<file path="config.mk">
export PLATFORM = sky130hd
export DESIGN_NAME = async_mmap_read_arbiter
export DESIGN_NICKNAME = d
export VERILOG_FILES = /design/src/rtl/async_mmap_read_arbiter.sv
export SDC_FILE = /design/constraint.sdc
export NUM_CORES = 1
export LEC_CHECK = 0
export BUFFER_PORTS_ARGS = -buffer_cell sky130_fd_sc_hd__buf_4
export CAP_MARGIN = 20
export CORE_AREA = 8 8 521 523
export DETAILED_ROUTE_END_ITERATION = 16
export DIE_AREA = 0 0 529 531
export HOLD_SLACK_MARGIN = 0.06
export SLEW_MARGIN = 15
export SYNTH_ARGS = -nofsm -noshare
export SYNTH_HDL_FRONTEND = slang
export SYNTH_SLANG_ARGS = --single-unit
</file>
<file path="constraint.sdc">
create_clock -name clk -period 5.65 [get_ports clk]
set_input_delay 0.8475 -clock clk [delete_from_list [all_inputs] [get_ports clk]]
set_output_delay 0.8475 -clock clk [all_outputs]
set_load 0.02 [all_outputs]
</file>
<file path="src/rtl/async_mmap_read_arbiter.sv">
// Purpose: round-robin share of one async_mmap read channel among NumPorts requesters, data routed back in issue order.
// Latency: address accepted in cycle 0 appears on read_addr in cycle 2; one address per cycle sustained.
// Backpressure: read_addr_full_n stalls the output register; a full order FIFO stalls issue; the head port holds all responses.
module async_mmap_read_arbiter #(
  parameter int NumPorts      = 4,
  parameter int PortIdWidth   = 2,
  parameter int AddrWidth     = 64,
  parameter int DataWidth     = 512,
  parameter int OrderDepth    = 32,
  parameter int OrderDepthLog = 5
) (
  input  logic                          clk,
  input  logic                          rst_n,
  input  logic [NumPorts*AddrWidth-1:0] req_addr_din,
  input  logic [NumPorts-1:0]           req_addr_write,
  output logic [NumPorts-1:0]           req_addr_full_n,
  output logic [DataWidth-1:0]          req_data_dout,
  input  logic [NumPorts-1:0]           req_data_read,
  output logic [NumPorts-1:0]           req_data_empty_n,
  output logic [AddrWidth-1:0]          read_addr_din,
  output logic                          read_addr_write,
  input  logic                          read_addr_full_n,
  input  logic [DataWidth-1:0]          read_data_dout,
  output logic                          read_data_read,
  input  logic                          read_data_empty_n
);

  localparam int CntW = OrderDepthLog + 1;

  // Per-port two-entry address buffers.
  logic [AddrWidth-1:0]   buf_mem [NumPorts][2];
  logic [NumPorts-1:0]    buf_wr_ptr;
  logic [NumPorts-1:0]    buf_rd_ptr;
  logic [1:0]             buf_cnt [NumPorts];
  logic [1:0]             buf_cnt_nxt [NumPorts];
  logic [NumPorts-1:0]    buf_push;
  logic [NumPorts-1:0]    buf_pop;
  logic [NumPorts-1:0]    full_n_q;

  // Output register and arbiter state.
  logic                   out_valid;
  logic [AddrWidth-1:0]   out_addr;
  logic [PortIdWidth-1:0] out_id;
  logic [PortIdWidth-1:0] rr_ptr;
  logic                   cand_found;
  logic [PortIdWidth-1:0] cand_id;
  logic [PortIdWidth-1:0] idx;
  logic                   load;
  logic                   issue;

  // Order FIFO of granted port ids.
  logic [PortIdWidth-1:0]   order_mem [OrderDepth];
  logic [OrderDepthLog-1:0] order_wr;
  logic [OrderDepthLog-1:0] order_rd;
  logic [CntW-1:0]          order_cnt;
  logic [PortIdWidth-1:0]   order_head;
  logic                     order_nonempty;
  logic                     order_full;

  assign req_addr_full_n = full_n_q;
  assign order_nonempty  = (order_cnt != '0);
  assign order_full      = (order_cnt == CntW'(OrderDepth));
  assign order_head      = order_mem[order_rd];
  assign issue           = out_valid & read_addr_full_n & ~order_full;
  assign read_addr_write = issue;
  assign read_addr_din   = out_addr;
  assign req_data_dout   = read_data_dout;
  assign load            = (~out_valid | issue) & cand_found;

  // Round-robin search starting just after the last winner; also derives buffer pops and next counts.
  always_comb begin
    cand_found = 1'b0;
    cand_id    = '0;
    idx        = '0;
    for (int k = 1; k <= NumPorts; k++) begin
      idx = PortIdWidth'((int'(rr_ptr) + k) % NumPorts);
      if (!cand_found && buf_cnt[idx] != 2'd0) begin
        cand_found = 1'b1;
        cand_id    = idx;
      end
    end
    for (int i = 0; i < NumPorts; i++) begin
      buf_push[i]    = req_addr_write[i] & full_n_q[i];
      buf_pop[i]     = load && (cand_id == PortIdWidth'(i));
      buf_cnt_nxt[i] = buf_cnt[i] + 2'(buf_push[i]) - 2'(buf_pop[i]);
    end
  end

  // Buffer pointers, occupancy and the registered not-full flag.
  always_ff @(posedge clk or negedge rst_n) begin
    if (!rst_n) begin
      buf_wr_ptr <= '0;
      buf_rd_ptr <= '0;
      full_n_q   <= '1;
      for (int i = 0; i < NumPorts; i++) buf_cnt[i] <= 2'd0;
    end else begin
      for (int i = 0; i < NumPorts; i++) begin
        if (buf_push[i]) buf_wr_ptr[i] <= ~buf_wr_ptr[i];
        if (buf_pop[i])  buf_rd_ptr[i] <= ~buf_rd_ptr[i];
        buf_cnt[i]  <= buf_cnt_nxt[i];
        full_n_q[i] <= (buf_cnt_nxt[i] != 2'd2);
      end
    end
  end

  // Buffer storage; contents are don't-care until counted in.
  always_ff @(posedge clk) begin
    for (int i = 0; i < NumPorts; i++) begin
      if (buf_push[i]) buf_mem[i][buf_wr_ptr[i]] <= req_addr_din[i*AddrWidth +: AddrWidth];
    end
  end

  // Output register: reload when empty or draining, otherwise hold addr/id steady.
  always_ff @(posedge clk or negedge rst_n) begin
    if (!rst_n) begin
      out_valid <= 1'b0;
      out_addr  <= '0;
      out_id    <= '0;
      rr_ptr    <= PortIdWidth'(NumPorts - 1);
    end else if (load) begin
      out_valid <= 1'b1;
      out_addr  <= buf_mem[cand_id][buf_rd_ptr[cand_id]];
      out_id    <= cand_id;
      rr_ptr    <= cand_id;
    end else if (issue) begin
      out_valid <= 1'b0;
    end
  end

  // Order FIFO pointers and count; push on issue, pop on delivered beat.
  always_ff @(posedge clk or negedge rst_n) begin
    if (!rst_n) begin
      order_wr  <= '0;
      order_rd  <= '0;
      order_cnt <= '0;
    end else begin
      if (issue)          order_wr <= order_wr + 1'b1;
      if (read_data_read) order_rd <= order_rd + 1'b1;
      order_cnt <= order_cnt + CntW'(issue) - CntW'(read_data_read);
    end
  end

  // Order FIFO storage.
  always_ff @(posedge clk) begin
    if (issue) order_mem[order_wr] <= out_id;
  end

  // Only the head port sees data; other ports wait behind it.
  always_comb begin
    for (int i = 0; i < NumPorts; i++) begin
      req_data_empty_n[i] = read_data_empty_n & order_nonempty & (order_head == PortIdWidth'(i));
    end
    read_data_read = req_data_read[order_head] & req_data_empty_n[order_head];
  end

endmodule

</file>
==> results of run 1 <==
[per-stage QoR]
| step | worst slack [ns] | util [%] | cell area [sq um] | hold slack, ns |
|---|---|---|---|---|
| floorplan | 1.54 | - | 31000 | 0.441 |
| global placement | 1.34 | 13.0 | 34200 | 0.463 |
| detailed placement | 1.30 | 13.0 | 34200 | 0.459 |
| CTS | 0.948 | 14.0 | 36800 | 0.136 |
| global route | 0.839 | 14.0 | 36800 | 0.176 |
| finish | 1.01 | 14.0 | 36900 | 0.173 |
[logic make-up (layout without fill, tap and decap cells)]
kind of cell    after synthesis  in the layout
flops                       681            681
compound gates               98             98
other cells                   0             10
buf+inv                     607            519
mux                         480            480
simple gates                191            191
xor+xnor                     27             27
fa+ha+maj                    23             23
[registers in the layout, indices dropped and copies added, names as in the netlist]
| name | flops |
|---|---|
| buf_cnt | 8 |
| buf_mem | 512 |
| buf_rd_ptr | 4 |
| buf_wr_ptr | 4 |
| order_cnt | 6 |
| order_mem | 64 |
| order_rd | 5 |
| order_wr | 5 |
| out_id | 2 |
| out_valid | 1 |
| read_addr_din | 64 |
| req_addr_full_n | 4 |
| rr_ptr | 2 |
[synthesized netlist by cell type (2+ instances only)]
library cell,instances
nand3_1,6
mux4_2,10
nand2b_1,6
edfxtp_1,576
xnor2_1,19
nor2b_1,3
nand2_1,92
and3_1,9
nor3_1,4
inv_1,17
a21boi_0,2
or3b_2,2
buf_2,33
nor2_1,55
xor2_1,8
ha_1,22
clkbuf_1,40
or2_2,3
or4_1,2
buf_1,3
mux2i_1,467
dfrtp_1,99
buf_4,512
a21oi_1,10
nand3b_1,2
dfstp_2,6
or3_1,2
o21ai_0,70
o21bai_1,2
a22oi_1,4
and2_1,3
a21o_1,3
[area by class of cell]
class	count	area, sq um	share of cell area [%]
Clock buffer	84	1920	5.20
Clock inverter	50	726	1.97
Inverter	18	67.6	0.183
Tap cell	3533	4420	12.0
Timing Repair Buffer	367	2830	7.69
Multi-Input combinational cell	819	6930	18.8
Sequential cell	681	19900	54.1
Antenna cell	10	25.0	0.0679
[worst min path at each step]
| stage | endpoint | slack, ns | depth (start not counted) |
|---|---|---|---|
| 2_1_floorplan | buf_rd_ptr[1]$_DFFE_PN0P_ | 0.44 | 1 |
| 3_3_place_gp | buf_rd_ptr[0]$_DFFE_PN0P_ | 0.46 | 1 |
| 3_5_place_dp | buf_rd_ptr[0]$_DFFE_PN0P_ | 0.46 | 1 |
| 4_1_cts | read_addr_din[36]$_DFFE_PN0P_ | 0.14 | 1 |
| 5_1_grt | read_addr_din[36]$_DFFE_PN0P_ | 0.18 | 1 |
| 6_report | read_addr_din[36]$_DFFE_PN0P_ | 0.17 | 1 |
[where the power goes]
group | internal (W) | switching [W] | total (W)
logic | 0.00387 | 0.00542 | 0.00929
registers | 0.00691 | 0.000663 | 0.00757
clock network | 0.00304 | 0.00216 | 0.00520
[per-layer routing]
layer / track usage [%] / routed length [microns]
met1: 7.63 / 39100
met2: 20.9 / 88500
met3: 25.8 / 81400
met4: 6.89 / 12300
met5: 1.92 / 794
[critical path, cell delays in order (launching register included)]
cell	delay, ns
dfrtp_1	0.89
buf_4	0.34
mux4_2	0.35
mux4_2	0.51
mux2i_4	0.24
inv_2	0.08
and3_1	0.18
nor3_2	0.31
buf_4	0.23
==> flow_summary_export.csv, run 1 <==
group,metric,value,unit
sta,period_minus_slack,4.64,ns
sta,slew_violations,0,
clock_network,cts_made_buffers,72,
yosys,synth-simple-area-share,2.67,%
critical_path,reg2regPathDepth,15,
critical_path,r2r_slack,1.26,ns
yosys,synth_mux_area_share,15.9,%
yosys,synthTopCellsByArea,"edfxtp_1, mux2i_1, buf_4",
routing,route.detailed.wl_per_inst,39.9,microns
clock_network,clock_sinks,681,
pwr,p_leak,13.3,nW
sta,setup_viol,0,
cells_and_area,fillers,29300,
yosys,synthFlopType,"edfxtp_1",
clock_network,clk_transition_reported_paths,0.06,ns
clock_network,post-cts-setup-buffer-count,0,
grt,overflow,0,
yosys,netlist_area,31000,sq um
yosys,yosysWarningCount,0,
sta,finalHoldViolCount,0,
placement,place.gp.congestion,0.847,
cells_and_area,layout_common_cells,"edfxtp_1, mux2i_1, buf_4",
sta,fin_crit_sh,82.1,%
pwr,totalPowerFinal,0.0221,W
yosys,synth_largest_area_cell,"edfxtp_1",
yosys,synth-seq-area-share,64.2,%
sta,rsz0062_at_grt,"no",
yosys,synth.ff_latch_count,681,
yosys,syn_nets,2910,
grt,first_global_vias,17300,
yosys,synth_top_family_by_area,"multiplexers",
sta,relSlewSlack,30.3,%
grt,grt_max_degree,134,
grt,track_usage,14.9,%
critical_path,critPathRequiredTime,4.80,ns
routing,vias,16900,
critical_path,cp-startpoint,"order_rd[1]$_DFFE_PN0P_",
cells_and_area,syn2layout_area_growth,18.8,%
placement,dp_cells,5418,
outcome,status,"complete, no violations",
grt,grt_pass1_wl,257,mm
routing,drt_pass1_iterations,5,
flow_run,maxCapViolations,0,
clock_network,cts-root-buf,"clkbuf_16",
floorplanning,dieArea,281000,sq um
clock_network,cts-resized-gates,0,
critical_path,r2r_start,"order_rd[1]$_DFFE_PN0P_",
clock_network,h-tree-depth,3,
cells_and_area,fin_cells,5562,
critical_path,worstReg2RegEnd,"order_cnt[5]$_DFF_PN0_",
yosys,synth-compound-area-share,1.74,%
routing,totalWireLength,222,mm
critical_path,cp.arrival,3.79,ns
floorplanning,die_w,529,microns
sta,fmax,216,MHz
hold_path,hold_class,"in2async",
floorplanning,die_height,531,microns
floorplanning,initial_core_util,11.8,%
floorplanning,coreArea,263000,sq um
yosys,synth_edf_count,576,
floorplanning,rows,189,
clock_network,clock_latency,0.67,ns
routing,viasPerCell,3.03,
grt,antenna_found_initial,10,
pwr,p_per_area,599,nW/um^2
floorplanning,ios,1366,
critical_path,worstSetupPathType,"reg2out",
clock_network,cts_hold_buffers,0,
sta,clock_skew,0.0454,ns
cells_and_area,layout_commonest_cell,"edfxtp_1",
critical_path,crit_path_start_kind,"register",
pwr,vdd_drop_max,0.763,mV
yosys,yosysTopAreaCellShare,55.8,%
yosys,ys_async_sr_fraction,15.4,%
routing,drt_iter0_drc,1168,
routing,ant_nets,0,
yosys,synth_cell_types,47,
routing,drcViolationCount,0,
clock_network,cts_buffer_depth,3,
sta,tns,0,ns
critical_path,path_max_fanout,18,
critical_path,crit_end,"read_data_read",
yosys,synthAdderAreaFrac,0.952,%
cells_and_area,layout-drive-gt1-share,26.3,%
sta,worst_slew_pin_slew,1.05,ns
placement,dpl.hpwl,193,mm
yosys,synth_xor_area_share,0.762,%
yosys,syn_area_per_cell,14.7,sq um
critical_path,cp-end-kind,"output port",
yosys,syn_inst,2107,
placement,port_buffers,341,
cells_and_area,nets,2762,
clock_network,cts_tree,"built",
No activity file was read; power rests on OpenSTA's default activity.
==> run 2: changes to the inputs <==
--- a/config.mk
+++ b/config.mk
@@ -7,9 +7,9 @@
 export LEC_CHECK = 0
 export BUFFER_PORTS_ARGS = -buffer_cell sky130_fd_sc_hd__buf_4
 export CAP_MARGIN = 20
-export CORE_AREA = 8 8 521 523
+export CORE_AREA = 8 8 524 526
 export DETAILED_ROUTE_END_ITERATION = 16
-export DIE_AREA = 0 0 529 531
+export DIE_AREA = 0 0 532 534
 export HOLD_SLACK_MARGIN = 0.06
 export SLEW_MARGIN = 15
 export SYNTH_ARGS = -nofsm -noshare
==> constraint.sdc (replaced) <==
create_clock -name clk -period 4 [get_ports clk]
set_input_delay 0.6 -clock clk [delete_from_list [all_inputs] [get_ports clk]]
set_output_delay 0.6 -clock clk [all_outputs]
set_load 0.02 [all_outputs]
==> run 2 against run 1 <==
  * Count of clock-buffer cells in the layout is 4 higher
  * Die area increased by 1.1%
  * Worst hold slack worse by 0.046 ns
  * Sequential cell count stayed put
  * Largest power group unchanged
==> flow_summary_export.csv, run 2 (same netlist as run 1, synthesis figures left out) <==
group,metric,value,unit
placement,place.gp.congestion,0.846,
clock_network,clock_sinks,681,
placement,dp_slack,0.228,ns
critical_path,cp.arrival,3.22,ns
clock_network,cts_buffer_depth,3,
sta,fin_ws,0.176,ns
critical_path,cp-startpoint,"order_rd[0]$_DFFE_PN0P_",
critical_path,path_cells,"buf_4, mux4_2, mux4_2, mux2i_4, inv_2, and3_1, nor3_2, buf_4, buf_4",
grt,grt_pass1_wl,251,mm
floorplanning,ios,1366,
placement,port_buffers,341,
pwr,switching_share,37.4,%
pwr,p_int,0.0195,W
cells_and_area,layout_commonest_cell,"edfxtp_1",
routing,route.detailed.wl_per_inst,38.2,microns
grt,first_global_vias,16900,
critical_path,max_stage_delay,0.53,ns
sta,worst_slew_pin_slew,1.11,ns
critical_path,critPathRequiredTime,3.40,ns
critical_path,crit_top_cell,"buf_4",
floorplanning,initial_core_util,11.6,%
cells_and_area,fillers,29500,
cells_and_area,layout-drive-gt1-share,26.8,%
routing,totalWireLength,214,mm
pwr,p_per_area,843,nW/um^2
sta,setup_viol,0,
cells_and_area,largest_reg_flops,512,
clock_network,clk_transition_reported_paths,0.07,ns
cells_and_area,nets,2790,
sta,period_minus_slack,3.82,ns
critical_path,worstReg2RegEnd,"order_cnt[5]$_DFF_PN0_",
floorplanning,coreArea,266000,sq um
cells_and_area,syn2layout_area_growth,19.5,%
pwr,p_leak,13.4,nW
clock_network,cts_tree,"built",
cells_and_area,multiInputGateArea,6930,sq um
clock_network,cts-root-buf,"clkbuf_16",
pwr,switchingPower,0.0117,W
sta,hold_ws,0.127,ns
cells_and_area,layout_common_cells,"edfxtp_1, mux2i_1, buf_4",
critical_path,path_max_fanout,6,
grt,overflow,0,
critical_path,worstSetupPathType,"reg2out",
pwr,vdd_drop_max,1.07,mV
sta,fin_crit_sh,95.6,%
clock_network,clock_latency,0.66,ns
clock_network,h-tree-depth,3,
hold_path,hold_class,"in2reg",
grt,antenna_found_initial,13,
routing,vias,16700,
flow_run,maxCapViolations,0,
sta,fmax,261,MHz
routing,ant_nets,0,
critical_path,cpMaxStageDelayCell,"mux4_2",
clock_network,cts_made_buffers,72,
critical_path,reg2regPathDepth,15,
floorplanning,die_w,532,microns
sta,tns,0,ns
routing,drt_pass1_iterations,5,
sta,finalHoldViolCount,0,
critical_path,crit_path_start_kind,"register",
pwr,pwr-share-seq,34.0,%
cells_and_area,ff_latch_area,19900,sq um
grt,track_usage,14.4,%
pwr,power_frac_clock,22.4,%
pwr,combPwrFrac,43.5,%
routing,drt_iter0_drc,1139,
routing,viasPerCell,2.97,
critical_path,r2r_slack,0.38,ns
floorplanning,die_height,534,microns
sta,slew_violations,0,
outcome,status,"complete, no violations",
critical_path,cp-end-kind,"output port",
sta,rsz0062_at_grt,"no",
critical_path,crit_end,"read_data_read",
floorplanning,rows,190,
placement,dpl.hpwl,188,mm
sta,clock_skew,0.0285,ns
grt,grt_max_degree,134,
sta,relSlewSlack,26.3,%
critical_path,r2r_start,"order_rd[0]$_DFFE_PN0P_",
floorplanning,dieArea,284000,sq um
routing,drcViolationCount,0,
pwr,totalPowerFinal,0.0312,W
run 2: changes by cell type in the layout (fill, tap and decap cells not counted), sizes merged:
cell,before,now
buf,367,394
clkinv,28,22
inv,21,27
bufinv,12,7
clkbuf,84,88
clkinvlp,7,8
diode,10,9
dlygate4sd3,0,1
run 2: metrics by stage:
step	instance area, sq um	util, %	std cells
2_1_floorplan	31000	-	2107
3_3_place_gp	34500	13.0	5464
3_5_place_dp	34500	13.0	5464
4_1_cts	37100	13.9	5599
5_1_grt	37100	13.9	5602
6_report	37100	13.9	5608
run 2: worst max-delay path: cells and delay by family, from the launching register on:
kind | cells | cell delay (ns)
muxes | 3 | 1.26
and+or+nand+nor | 2 | 0.37
buffers and inverters | 4 | 0.55
DFF | 1 | 0.39
run 2: how the worst min path moves through the flow:
stage               cells after the start                      start  slack [ns]                        end
global route                            1           req_addr_din[97]        0.08   buf_mem[1][97]$_DFFE_PP_
floorplan                               0                      rst_n        0.30       buf_cnt[0]$_DFF_PN0_
finish                                  1          req_addr_din[212]        0.13   buf_mem[3][20]$_DFFE_PP_
global placement                        1  buf_rd_ptr[1]$_DFFE_PN0P_        0.46  buf_rd_ptr[1]$_DFFE_PN0P_
CTS                                     1           req_addr_din[22]        0.06   buf_mem[0][22]$_DFFE_PP_
detailed placement                      1  buf_rd_ptr[3]$_DFFE_PN0P_        0.46  buf_rd_ptr[3]$_DFFE_PN0P_
run 2: cell type report:
cell class | instances | area share (%)
Tap cell | 3552 | 12.0
Sequential cell | 681 | 53.8
Clock inverter | 46 | 1.56
Clock buffer | 88 | 5.21
Antenna cell | 9 | 0.0607
Timing Repair Buffer | 395 | 8.55
Multi-Input combinational cell | 819 | 18.7
Inverter | 18 | 0.182
run 2: per-layer routing:
layer	vias up	track usage, %	share of wire, %
li1	6839	-	-
met3	274	24.4	36
met2	1473	20.7	41
met5	-	2.78	0.52
met1	8071	7.71	19
met4	12	4.78	3.9
run 2: power by group through the flow:
| stage | clock [W] | sequential (W) | combinational [W] |
|---|---|---|---|
| after floorplan | 0 | 0.0109 | 0.00954 |
| after global placement | 0 | 0.0107 | 0.0137 |
| after detailed placement | 0 | 0.0108 | 0.0139 |
| after CTS | 0.00719 | 0.0106 | 0.0140 |
| after global routing | 0.00743 | 0.0108 | 0.0147 |
| final | 0.00701 | 0.0106 | 0.0136 |
run 2: repair_timing:
action / in CTS / in global routing
setup endpoints to repair: 1 / 0
resized for setup: 1 / 0
endpoints found under the hold margin: 40 / 0
buffers inserted: 0 / 0
hold buffers: 1 / 0
==> run 3: changes to the inputs <==
--- a/config.mk
+++ b/config.mk
@@ -11,7 +11,9 @@
 export DETAILED_ROUTE_END_ITERATION = 16
 export DIE_AREA = 0 0 532 534
 export HOLD_SLACK_MARGIN = 0.06
+export RECOVER_POWER = 25
 export SLEW_MARGIN = 15
 export SYNTH_ARGS = -nofsm -noshare
 export SYNTH_HDL_FRONTEND = slang
 export SYNTH_SLANG_ARGS = --single-unit
+export TNS_END_PERCENT = 50
==> run 3 against run 2 <==
  * Non-clock buffer count is the same
  * Critical path type unchanged
  * Cell count is 0.11% higher
  * Clock power hardly changed
==> flow_summary_export.csv, run 3 (same netlist as run 1, synthesis figures left out) <==
group,metric,value,unit
sta,clock_skew,0.0303,ns
critical_path,crit_path_start_kind,"register",
routing,route.detailed.wl_per_inst,38.2,microns
critical_path,critPathRequiredTime,3.40,ns
grt,grt_pass1_wl,251,mm
routing,drt_pass1_iterations,6,
grt,grt_use_met1,7.71,%
hold_path,hold_start,"req_addr_din[210]",
cells_and_area,layout-drive-gt1-share,20.8,%
cells_and_area,nets,2790,
critical_path,reg2regPathDepth,15,
clock_network,clk_transition_reported_paths,0.06,ns
cells_and_area,layout_commonest_cell,"edfxtp_1",
sta,fmax,261,MHz
routing,drcViolationCount,0,
placement,place.gp.congestion,0.846,
floorplanning,die_w,532,microns
floorplanning,coreArea,266000,sq um
clock_network,cts_tree,"built",
pwr,vdd_drop_max,1.09,mV
clock_network,cts_buffer_depth,3,
routing,viasPerCell,2.98,
clock_network,h-tree-depth,3,
grt,track_usage,14.4,%
routing,totalWireLength,214,mm
critical_path,worstReg2RegEnd,"order_cnt[5]$_DFF_PN0_",
sta,rsz0062_at_grt,"no",
critical_path,r2r_start,"order_rd[0]$_DFFE_PN0P_",
clock_network,cts_made_buffers,72,
critical_path,r2r_slack,0.37,ns
clock_network,cts-root-buf,"clkbuf_16",
clock_network,post-cts-setup-buffer-count,0,
floorplanning,initial_core_util,11.6,%
grt,first_global_vias,16900,
cells_and_area,syn2layout_area_growth,18.1,%
pwr,p_per_area,852,nW/um^2
clock_network,clock_sinks,681,
critical_path,cp-end-kind,"output port",
pwr,p_leak,12.9,nW
sta,worst_slew_pin_slew,1.10,ns
hold_path,holdPathStages,1,
sta,slew_violations,0,
sta,relSlewSlack,26.7,%
critical_path,crit_top_cell,"buf_4",
critical_path,cp.arrival,3.23,ns
routing,ant_nets,0,
critical_path,path_cells,"buf_4, mux4_2, mux4_2, mux2i_4, inv_2, and3_1, nor3_2, buf_4, buf_4",
grt,use_met2,20.7,%
cells_and_area,post-route-util,13.7,%
floorplanning,die_height,534,microns
critical_path,cpMaxStageDelayCell,"mux4_2",
critical_path,path_max_fanout,6,
sta,tns,0,ns
routing,vias,16700,
sta,setup_viol,0,
floorplanning,dieArea,284000,sq um
critical_path,max_stage_delay,0.53,ns
grt,grt_max_degree,134,
floorplanning,rows,190,
cells_and_area,layout_common_cells,"edfxtp_1, mux2i_1, buf_4",
sta,fin_crit_sh,95.8,%
sta,hold_ws,0.150,ns
hold_path,hold_class,"in2reg",
outcome,status,"complete, no violations",
critical_path,worstSetupPathType,"reg2out",
grt,overflow,0,
hold_path,hold_end,"buf_mem[3][18]$_DFFE_PP_",
routing,drt_iter0_drc,1082,
floorplanning,ios,1366,
sta,period_minus_slack,3.83,ns
sta,finalHoldViolCount,0,
grt,antenna_found_initial,25,
grt,grt_use_met3,24.4,%
placement,port_buffers,341,
placement,dpl.hpwl,188,mm
flow_run,maxCapViolations,0,
grt,grt-busiest-layer,"met3",
clock_network,clock_latency,0.66,ns
cells_and_area,largest_reg_flops,512,
run 3: metrics by stage:
stage	total power (W)	worst slack, ns	cells	cell area, sq um
after CTS	0.0318	0.116	5599	37100
after floorplan	0.0204	0.130	2107	31000
final	0.0312	0.168	5614	36600
after global routing	0.0328	0.0446	5603	36600
after detailed placement	0.0247	0.228	5464	34500
after global placement	0.0244	0.234	5464	34500
run 3: repair_timing:
item | CTS | global route
endpoints found under the hold margin | 40 | 0
hold buffers | 1 | 0
endpoints found under the setup margin | 1 | 0
resized for setup | 1 | 0
run 3: metal layers:
layer  up-vias  wire (microns)
li1       6861               -
met5         -            1180
met4        22            8560
met2      1500           87200
met1      8047           40300
met3       301           77100
run 3: worst max-delay path, delay by kind of cell, from the launching register on:
kind	cells	cell delay (ns)
buffers and inverters	4	0.55
DFF	1	0.39
muxes	3	1.26
and+or+nand+nor	2	0.38
run 3: worst max path at each step:
stage          cells after the start                         to                          from
4_1_cts                            9             read_data_read       order_rd[0]$_DFFE_PN0P_
6_report                           9             read_data_read       order_rd[0]$_DFFE_PN0P_
5_1_grt                            9             read_data_read       order_rd[0]$_DFFE_PN0P_
2_1_floorplan                      2  buf_mem[0][100]$_DFFE_PP_  req_addr_full_n[0]$_DFF_PN1_
3_3_place_gp                      16     order_cnt[4]$_DFF_PN0_       order_rd[1]$_DFFE_PN0P_
3_5_place_dp                      14     order_cnt[5]$_DFF_PN0_       order_rd[1]$_DFFE_PN0P_
run 3: report_power, final:
part / switching, W / internal [W]
combinational: 0.00782 / 0.00575
sequential: 0.000880 / 0.00975
clock: 0.00302 / 0.00399
total: 0.0117 / 0.0195
run 3: area by class of cell:
cell class / count / area [sq um]
Clock buffer: 88 / 1930
Timing Repair Buffer: 395 / 2710
Fill cell: 29600 / 230000
Tap cell: 3552 / 4440
Antenna cell: 15 / 37.5
Clock inverter: 46 / 579
Inverter: 18 / 67.6
Multi-Input combinational cell: 819 / 6930
Sequential cell: 681 / 19900
